--- src/rtl/nn_pkg.sv ---
// Shared parameters, FSM encoding and accumulator-bus helper for the digit-inference path.
package nn_pkg;

    localparam int unsigned N_PIX     = 784;
    localparam int unsigned N_CLS     = 10;
    localparam int unsigned AW        = 10;
    localparam int unsigned ACC_W     = 32;
    localparam int unsigned RD_LAT    = 2;
    localparam int unsigned MAC_LAT   = 1;
    localparam int unsigned DRAIN_CYC = RD_LAT + MAC_LAT;
    localparam int unsigned CW        = 4;
    localparam int unsigned SUM_W     = N_CLS * ACC_W;
    localparam int unsigned SEL_W     = $clog2(SUM_W);

    typedef enum logic [2:0] {
        IDLE,
        CLEAR,
        STREAM,
        DRAIN,
        ARGMAX,
        DONE
    } state_t;

    // Class k signed sum out of the flattened accumulator bus.
    function automatic logic signed [ACC_W-1:0] acc_slice(input logic [SUM_W-1:0] sums,
                                                          input logic [CW-1:0]    k);
        logic [SEL_W-1:0] base;
        base = SEL_W'(k) * SEL_W'(ACC_W);
        return sums[base +: ACC_W];
    endfunction

endpackage

--- src/rtl/nn_infer_sequencer_if.sv ---
// Control/result bus between the inference sequencer, the MAC datapath and the host.
interface nn_infer_sequencer_if;
    import nn_pkg::*;

    logic                    start;
    logic                    busy;
    logic                    done;
    logic [AW-1:0]           pix_addr;
    logic [AW-1:0]           w_addr;
    logic                    acc_clr;
    logic                    acc_en;
    logic [SUM_W-1:0]        acc_sum;
    logic [CW-1:0]           digit;
    logic signed [ACC_W-1:0] score;

    // Sequencer side.
    modport slave (
        input  start, acc_sum,
        output busy, done, pix_addr, w_addr, acc_clr, acc_en, digit, score
    );

    // Host / datapath side.
    modport master (
        output start, acc_sum,
        input  busy, done, pix_addr, w_addr, acc_clr, acc_en, digit, score
    );

endinterface

--- src/rtl/nn_argmax_seq.sv ---
// Sequential argmax: tracks the best class index/value over one candidate per cycle.
module nn_argmax_seq
    import nn_pkg::*;
(
    input  logic                    clk,
    input  logic                    rst_n,
    input  logic                    clear,
    input  logic                    load,
    input  logic                    step,
    input  logic [CW-1:0]           idx,
    input  logic signed [ACC_W-1:0] value,
    output logic [CW-1:0]           best_idx_c,
    output logic signed [ACC_W-1:0] best_val_c
);

    logic [CW-1:0]           idx_q;
    logic signed [ACC_W-1:0] val_q;

    // Candidate wins on load or strict greater-than, so ties keep the lower index.
    always_comb begin
        best_idx_c = idx_q;
        best_val_c = val_q;
        if (load || (step && (value > val_q))) begin
            best_idx_c = idx;
            best_val_c = value;
        end
    end

    // Best-so-far register.
    always_ff @(posedge clk or negedge rst_n) begin
        if (!rst_n) begin
            idx_q <= '0;
            val_q <= '0;
        end else if (clear) begin
            idx_q <= '0;
            val_q <= '0;
        end else begin
            idx_q <= best_idx_c;
            val_q <= best_val_c;
        end
    end

endmodule

--- src/rtl/nn_infer_sequencer.sv ---
// Inference controller: clear, stream pixel/weight addresses, drain the MAC, argmax, report.
module nn_infer_sequencer
    import nn_pkg::*;
(
    input  logic          pclk,
    input  logic          rst,
    nn_infer_sequencer_if.slave bus
);

    state_t                  state;
    state_t                  state_nxt;
    logic [AW-1:0]           addr;
    logic [AW-1:0]           addr_nxt;
    logic [CW-1:0]           cnt;
    logic [CW-1:0]           cnt_nxt;
    logic [RD_LAT-1:0]       vld_sr;
    logic                    busy_q;
    logic                    done_q;
    logic                    clr_q;
    logic [CW-1:0]           digit_q;
    logic signed [ACC_W-1:0] score_q;
    logic                    busy_nxt;
    logic                    done_nxt;
    logic                    clr_nxt;
    logic                    am_clear_c;
    logic                    am_load_c;
    logic                    am_step_c;
    logic                    capture_c;
    logic [CW-1:0]           best_idx_c;
    logic signed [ACC_W-1:0] best_val_c;

    // State register.
    always_ff @(posedge pclk or negedge rst) begin
        if (!rst) begin
            state <= IDLE;
        end else begin
            state <= state_nxt;
        end
    end

    // Next state, counters and next values for the registered outputs.
    always_comb begin
        state_nxt  = state;
        addr_nxt   = '0;
        cnt_nxt    = '0;
        am_clear_c = 1'b0;
        am_load_c  = 1'b0;
        am_step_c  = 1'b0;
        capture_c  = 1'b0;
        case (state)
            IDLE: begin
                if (bus.start) begin
                    state_nxt = CLEAR;
                end
            end
            CLEAR: begin
                am_clear_c = 1'b1;
                state_nxt  = STREAM;
            end
            STREAM: begin
                if (addr == AW'(N_PIX - 1)) begin
                    state_nxt = DRAIN;
                end else begin
                    addr_nxt = addr + AW'(1);
                end
            end
            DRAIN: begin
                if (cnt == CW'(DRAIN_CYC - 1)) begin
                    state_nxt = ARGMAX;
                end else begin
                    cnt_nxt = cnt + CW'(1);
                end
            end
            ARGMAX: begin
                am_load_c = (cnt == '0);
                am_step_c = (cnt != '0);
                if (cnt == CW'(N_CLS - 1)) begin
                    capture_c = 1'b1;
                    state_nxt = DONE;
                end else begin
                    cnt_nxt = cnt + CW'(1);
                end
            end
            DONE: begin
                state_nxt = IDLE;
            end
            default: begin
                state_nxt = IDLE;
            end
        endcase
        busy_nxt = (state_nxt == CLEAR) || (state_nxt == STREAM) ||
                   (state_nxt == DRAIN) || (state_nxt == ARGMAX);
        clr_nxt  = (state_nxt == CLEAR);
        done_nxt = (state_nxt == DONE);
    end

    // Output registers, counters and the read-latency delay line for acc_en.
    always_ff @(posedge pclk or negedge rst) begin
        if (!rst) begin
            addr    <= '0;
            cnt     <= '0;
            vld_sr  <= '0;
            busy_q  <= 1'b0;
            done_q  <= 1'b0;
            clr_q   <= 1'b0;
            digit_q <= '0;
            score_q <= '0;
        end else begin
            addr    <= addr_nxt;
            cnt     <= cnt_nxt;
            vld_sr  <= {vld_sr[RD_LAT-2:0], (state == STREAM)};
            busy_q  <= busy_nxt;
            done_q  <= done_nxt;
            clr_q   <= clr_nxt;
            if (capture_c) begin
                digit_q <= best_idx_c;
                score_q <= best_val_c;
            end
        end
    end

    nn_argmax_seq u_argmax (
        .clk        (pclk),
        .rst_n      (rst),
        .clear      (am_clear_c),
        .load       (am_load_c),
        .step       (am_step_c),
        .idx        (cnt),
        .value      (acc_slice(bus.acc_sum, cnt)),
        .best_idx_c (best_idx_c),
        .best_val_c (best_val_c)
    );

    assign bus.busy     = busy_q;
    assign bus.done     = done_q;
    assign bus.acc_clr  = clr_q;
    assign bus.acc_en   = vld_sr[RD_LAT-1];
    assign bus.pix_addr = addr;
    assign bus.w_addr   = addr;
    assign bus.digit    = digit_q;
    assign bus.score    = score_q;

endmodule

--- src/flat_wrapper.sv ---
// flat-port wrapper written by rule: the top's interface ports become plain ports
module nn_infer_sequencer_flat import nn_pkg::*;
  (pclk, rst, bus_start, bus_acc_sum, bus_busy, bus_done, bus_pix_addr, bus_w_addr, bus_acc_clr, bus_acc_en, bus_digit, bus_score);
  nn_infer_sequencer_if bus_i ();
  input  logic pclk;
  input  logic rst;
  input wire logic [$bits(bus_i.start)-1:0] bus_start;
  input wire logic [$bits(bus_i.acc_sum)-1:0] bus_acc_sum;
  output wire logic [$bits(bus_i.busy)-1:0] bus_busy;
  output wire logic [$bits(bus_i.done)-1:0] bus_done;
  output wire logic [$bits(bus_i.pix_addr)-1:0] bus_pix_addr;
  output wire logic [$bits(bus_i.w_addr)-1:0] bus_w_addr;
  output wire logic [$bits(bus_i.acc_clr)-1:0] bus_acc_clr;
  output wire logic [$bits(bus_i.acc_en)-1:0] bus_acc_en;
  output wire logic [$bits(bus_i.digit)-1:0] bus_digit;
  output wire logic [$bits(bus_i.score)-1:0] bus_score;
  assign bus_i.start = bus_start;
  assign bus_i.acc_sum = bus_acc_sum;
  assign bus_busy = bus_i.busy;
  assign bus_done = bus_i.done;
  assign bus_pix_addr = bus_i.pix_addr;
  assign bus_w_addr = bus_i.w_addr;
  assign bus_acc_clr = bus_i.acc_clr;
  assign bus_acc_en = bus_i.acc_en;
  assign bus_digit = bus_i.digit;
  assign bus_score = bus_i.score;
  nn_infer_sequencer u_core (.pclk(pclk), .rst(rst), .bus(bus_i));
endmodule
--- config.mk ---
export PLATFORM = sky130hd
export DESIGN_NAME = nn_infer_sequencer_flat
export DESIGN_NICKNAME = d
export VERILOG_FILES = /design/src/rtl/nn_pkg.sv /design/src/rtl/nn_infer_sequencer_if.sv /design/src/rtl/nn_argmax_seq.sv /design/src/rtl/nn_infer_sequencer.sv /design/src/flat_wrapper.sv
export SDC_FILE = /design/constraint.sdc
export NUM_CORES = 1
export LEC_CHECK = 0
export ABC_AREA = 1
export CORE_AREA = 2 2 150 152
export DETAILED_ROUTE_END_ITERATION = 8
export DIE_AREA = 0 0 152 154
export HOLD_SLACK_MARGIN = 0.1
export PLACE_DENSITY = 0.79
export RECOVER_POWER = 50
export SYNTH_ARGS = -nofsm -noshare
export SYNTH_HDL_FRONTEND = slang
export SYNTH_SLANG_ARGS = --single-unit
--- constraint.sdc ---
create_clock -name pclk -period 7.95 [get_ports pclk]
set_input_delay 1.59 -clock pclk [delete_from_list [all_inputs] [get_ports pclk]]
set_output_delay 1.59 -clock pclk [all_outputs]
set_load 0.005 [all_outputs]
==> flow_summary.toml <==
[outcome]
status = "complete, but fails checks"
violations = "capacitance limit, slew limit"

[detailed_routing]
drc = 0
wl_mm = 30.5
firstDrtPassIters = 5
avgRoutedWirePerCell_um = 18.3
drtIter0Drc = 695
ant_nets = 0
vias_per_cell = 5.31
vias = 8858

[global_route]
grt_pass1_vias = 8980
grt_start_max_net_pins = 54
grt_first_pass_wirelength_mm = 47.9
antenna_found_initial = 2
grt_use_total_pct = 25.5
grt_overflow_total = 0

[final_layout]
nNetsFinal = 1738
final_area_um2 = 11700
mostFrequentLayoutCell = "clkdlybuf4s50_1"
layout-drive-gt1-share_pct = 6.06
mostFrequentLayoutCells = "clkdlybuf4s50_1 (368), nand2_1 (313), nand3_1 (110)"
area_growth_pct = 53.4

[floorplan]
die_w_um = 152
die_h_um = 154
start_util_pct = 35.1
row_count = 54
coreArea_um2 = 21700
die_area_um2 = 23400
pin_count = 383

[placement]
io_buffer_count = 382
hpwl_mm = 22.1
gp_congestion = 0.860
placed_cell_area_um2 = 11400

[clock_tree]
ctsRootBufferMaster = "clkbuf_16"
cts_resized = 0
ctsHoldBuffers = 0
clock-sinks = 94
htree_levels = 3
cts_inserted_buffers = 9
cts_setup_buffers = 0
cts_buffer_depth = 2
cts_tree = "done"
path_clk_slew_ns = 0.08
clk_latency_ns = 0.36

[critical_path]
crit_required_ns = 7.79
critical_path_class = "in -> async"
worst-path-buf-inv = 2
worstPathMaxFanout = 53
cp_top_family = "buffers and inverters"
cp.arrival_ns = 5.50
cp-start-kind = "input port"
worstSetupEndpointType = "asynchronous set/reset pin"
crit_chain = "clkbuf_1 > clkbuf_1"
cp_common_cell = "clkbuf_1"
slowest_delay_ns = 2.12
crit_slowest_cell = "clkbuf_1"

[yosys]
syn_inst = 1057
synth-edff-count = 0
synth-seq-area-share_pct = 30.9
syn_nets = 1413
async_flop_share_pct = 100
syn_area_um2 = 7600
synth-seq-cells = 94
synth_warnings = 0
ys.flop_type = "dfrtp_1"
yosys.cell_types.count = 42
synth_area_per_cell_um2 = 7.19

[pwr]
power_leakage_nw = 5.07
ir_worst_vdd_uv = 95.4
finalPower_w = 0.00115
powerDensity_nw_per_um2 = 98.2

[sta]
final_max_slew_viol_count = 97
slew_headroom_pct = -88.2
hold_viol = 0
rsz0062_at_grt = "false"
fmax_mhz = 177
setup_viol = 0
post-route-period-util_pct = 71.2
post-route-min-period_ns = 5.66
tns_ns = 0
clock_skew_ns = 0.0114
tightest_slew_ns = 2.82

[flow_run]
max-cap-violations = 2

[min_path]
hp-class = "reg -> reg"
[metal layers]
layer  global-route usage (%)  up-vias  routed length, µm
met2                     42.1      386              14500
met3                     6.03       76               1980
met1                     32.1     4165              13000
li1                         -     4229                  -
met4                     10.5        2               1070
met5                        0        -                 13
[final timing paths]
kind / from / depth (start not counted) / slack, ns / end
worst max-delay path: rst / 2 / 2.29 / u_core.u_argmax.val_q[6]
worst min-delay path: u_core.vld_sr[0] / 0 / 0.36 / u_core.vld_sr[1]
worst max register to register: u_core.cnt[1] / 23 / 2.59 / u_core.bus.score[31]
worst min register to register: u_core.vld_sr[0] / 0 / 0.36 / u_core.vld_sr[1]
max in group pclk: u_core.cnt[1] / 23 / 2.59 / u_core.bus.score[31]
min in group asynchronous: rst / 1 / 2.02 / u_core.bus.score[9]
[final cells by class]
cell class,count,area (µm²)
diodes,1,2.50
inverters,101,379
multi-input cells,784,4400
repair buffers,392,3880
flip-flops and latches,94,2350
fillers,2096,10000
clock buffers,9,225
well taps,280,350
clock inverters,7,65.1
[per-stage QoR]
step | hold WS, ns | util (%) | setup WS, ns | std cells
5_1_grt | 0.373 | 53.8 | 1.32 | 1668
2_1_floorplan | 0.331 | - | 4.18 | 1057
3_3_place_gp | 0.351 | 52.5 | 2.85 | 1651
3_5_place_dp | 0.349 | 52.5 | 2.82 | 1651
6_report | 0.359 | 53.8 | 2.29 | 1668
4_1_cts | 0.367 | 53.8 | 2.79 | 1667
[synthesized netlist by cell type, types with 2 or more instances]
master      n  area share (%)
a21oi_1    54             3.6
a21o_1      2            0.20
inv_2       6            0.30
buf_6       3            0.44
a22oi_1    95             9.4
dfrtp_1    94              31
nor3b_1     2            0.20
clkbuf_8    7             1.3
nand2_1   313              15
o21ai_0     4            0.26
nor3_1      4            0.26
nand2_2     3            0.25
nand3_2    36             4.7
nand4_1     3            0.25
clkbuf_4    3            0.30
ha_1       33             5.4
xor2_1      3            0.35
buf_2      25             1.6
buf_4      12             1.2
clkbuf_1   22             1.1
nor2_1     67             3.3
o21a_1      2            0.20
inv_1      95             4.7
buf_1       2           0.099
nand2_4     2            0.30
nand3_1   110             7.2
nor3_2      3            0.39
nor2_2      5            0.41
buf_12      3            0.79
a32oi_1    32             3.7
[flip-flops by register name, summed over array words and instances, names as in the netlist]
register / cells
u_core.state: 3
u_core.vld_sr: 2
u_core.u_argmax.idx_q: 4
u_core.bus.acc_clr: 1
u_core.bus.busy: 1
u_core.bus.done: 1
u_core.cnt: 4
u_core.bus.pix_addr: 10
u_core.bus.score: 32
u_core.bus.digit: 4
u_core.u_argmax.val_q: 32
[power breakdown]
group	leakage (nW)	switching [W]	internal [W]
combinational	3.84	0.0000712	0.000164
sequential	1.09	0	0.000478
clock	0.140	0.000212	0.000220
total	5.07	0.000283	0.000862
[cell families (layout without fill, tap and decap cells)]
| group | Yosys count | in the layout | synth area share [%] |
|---|---|---|---|
| adders and majority gates | 33 | 33 | 5.43 |
| buffers and inverters | 179 | 509 | 11.9 |
| AOI/OAI and AO/OA | 192 | 192 | 17.6 |
| xor gates and xnor gates | 4 | 4 | 0.461 |
| DFF | 94 | 94 | 30.9 |
| and+or+nand+nor | 555 | 555 | 33.7 |
| other | 0 | 1 | 0 |
[worst reg2reg max path: cells and delay by family, from the launching register on]
kind,cells,cell delay [ns]
adder cells (fa/ha/maj),1,0.24
AND/OR/NAND/NOR,16,2.80
flip-flops,1,0.48
AO/OA/AOI/OAI,3,0.50
buffers and inverters,3,1.29
Power figures use the tool's default switching activity.
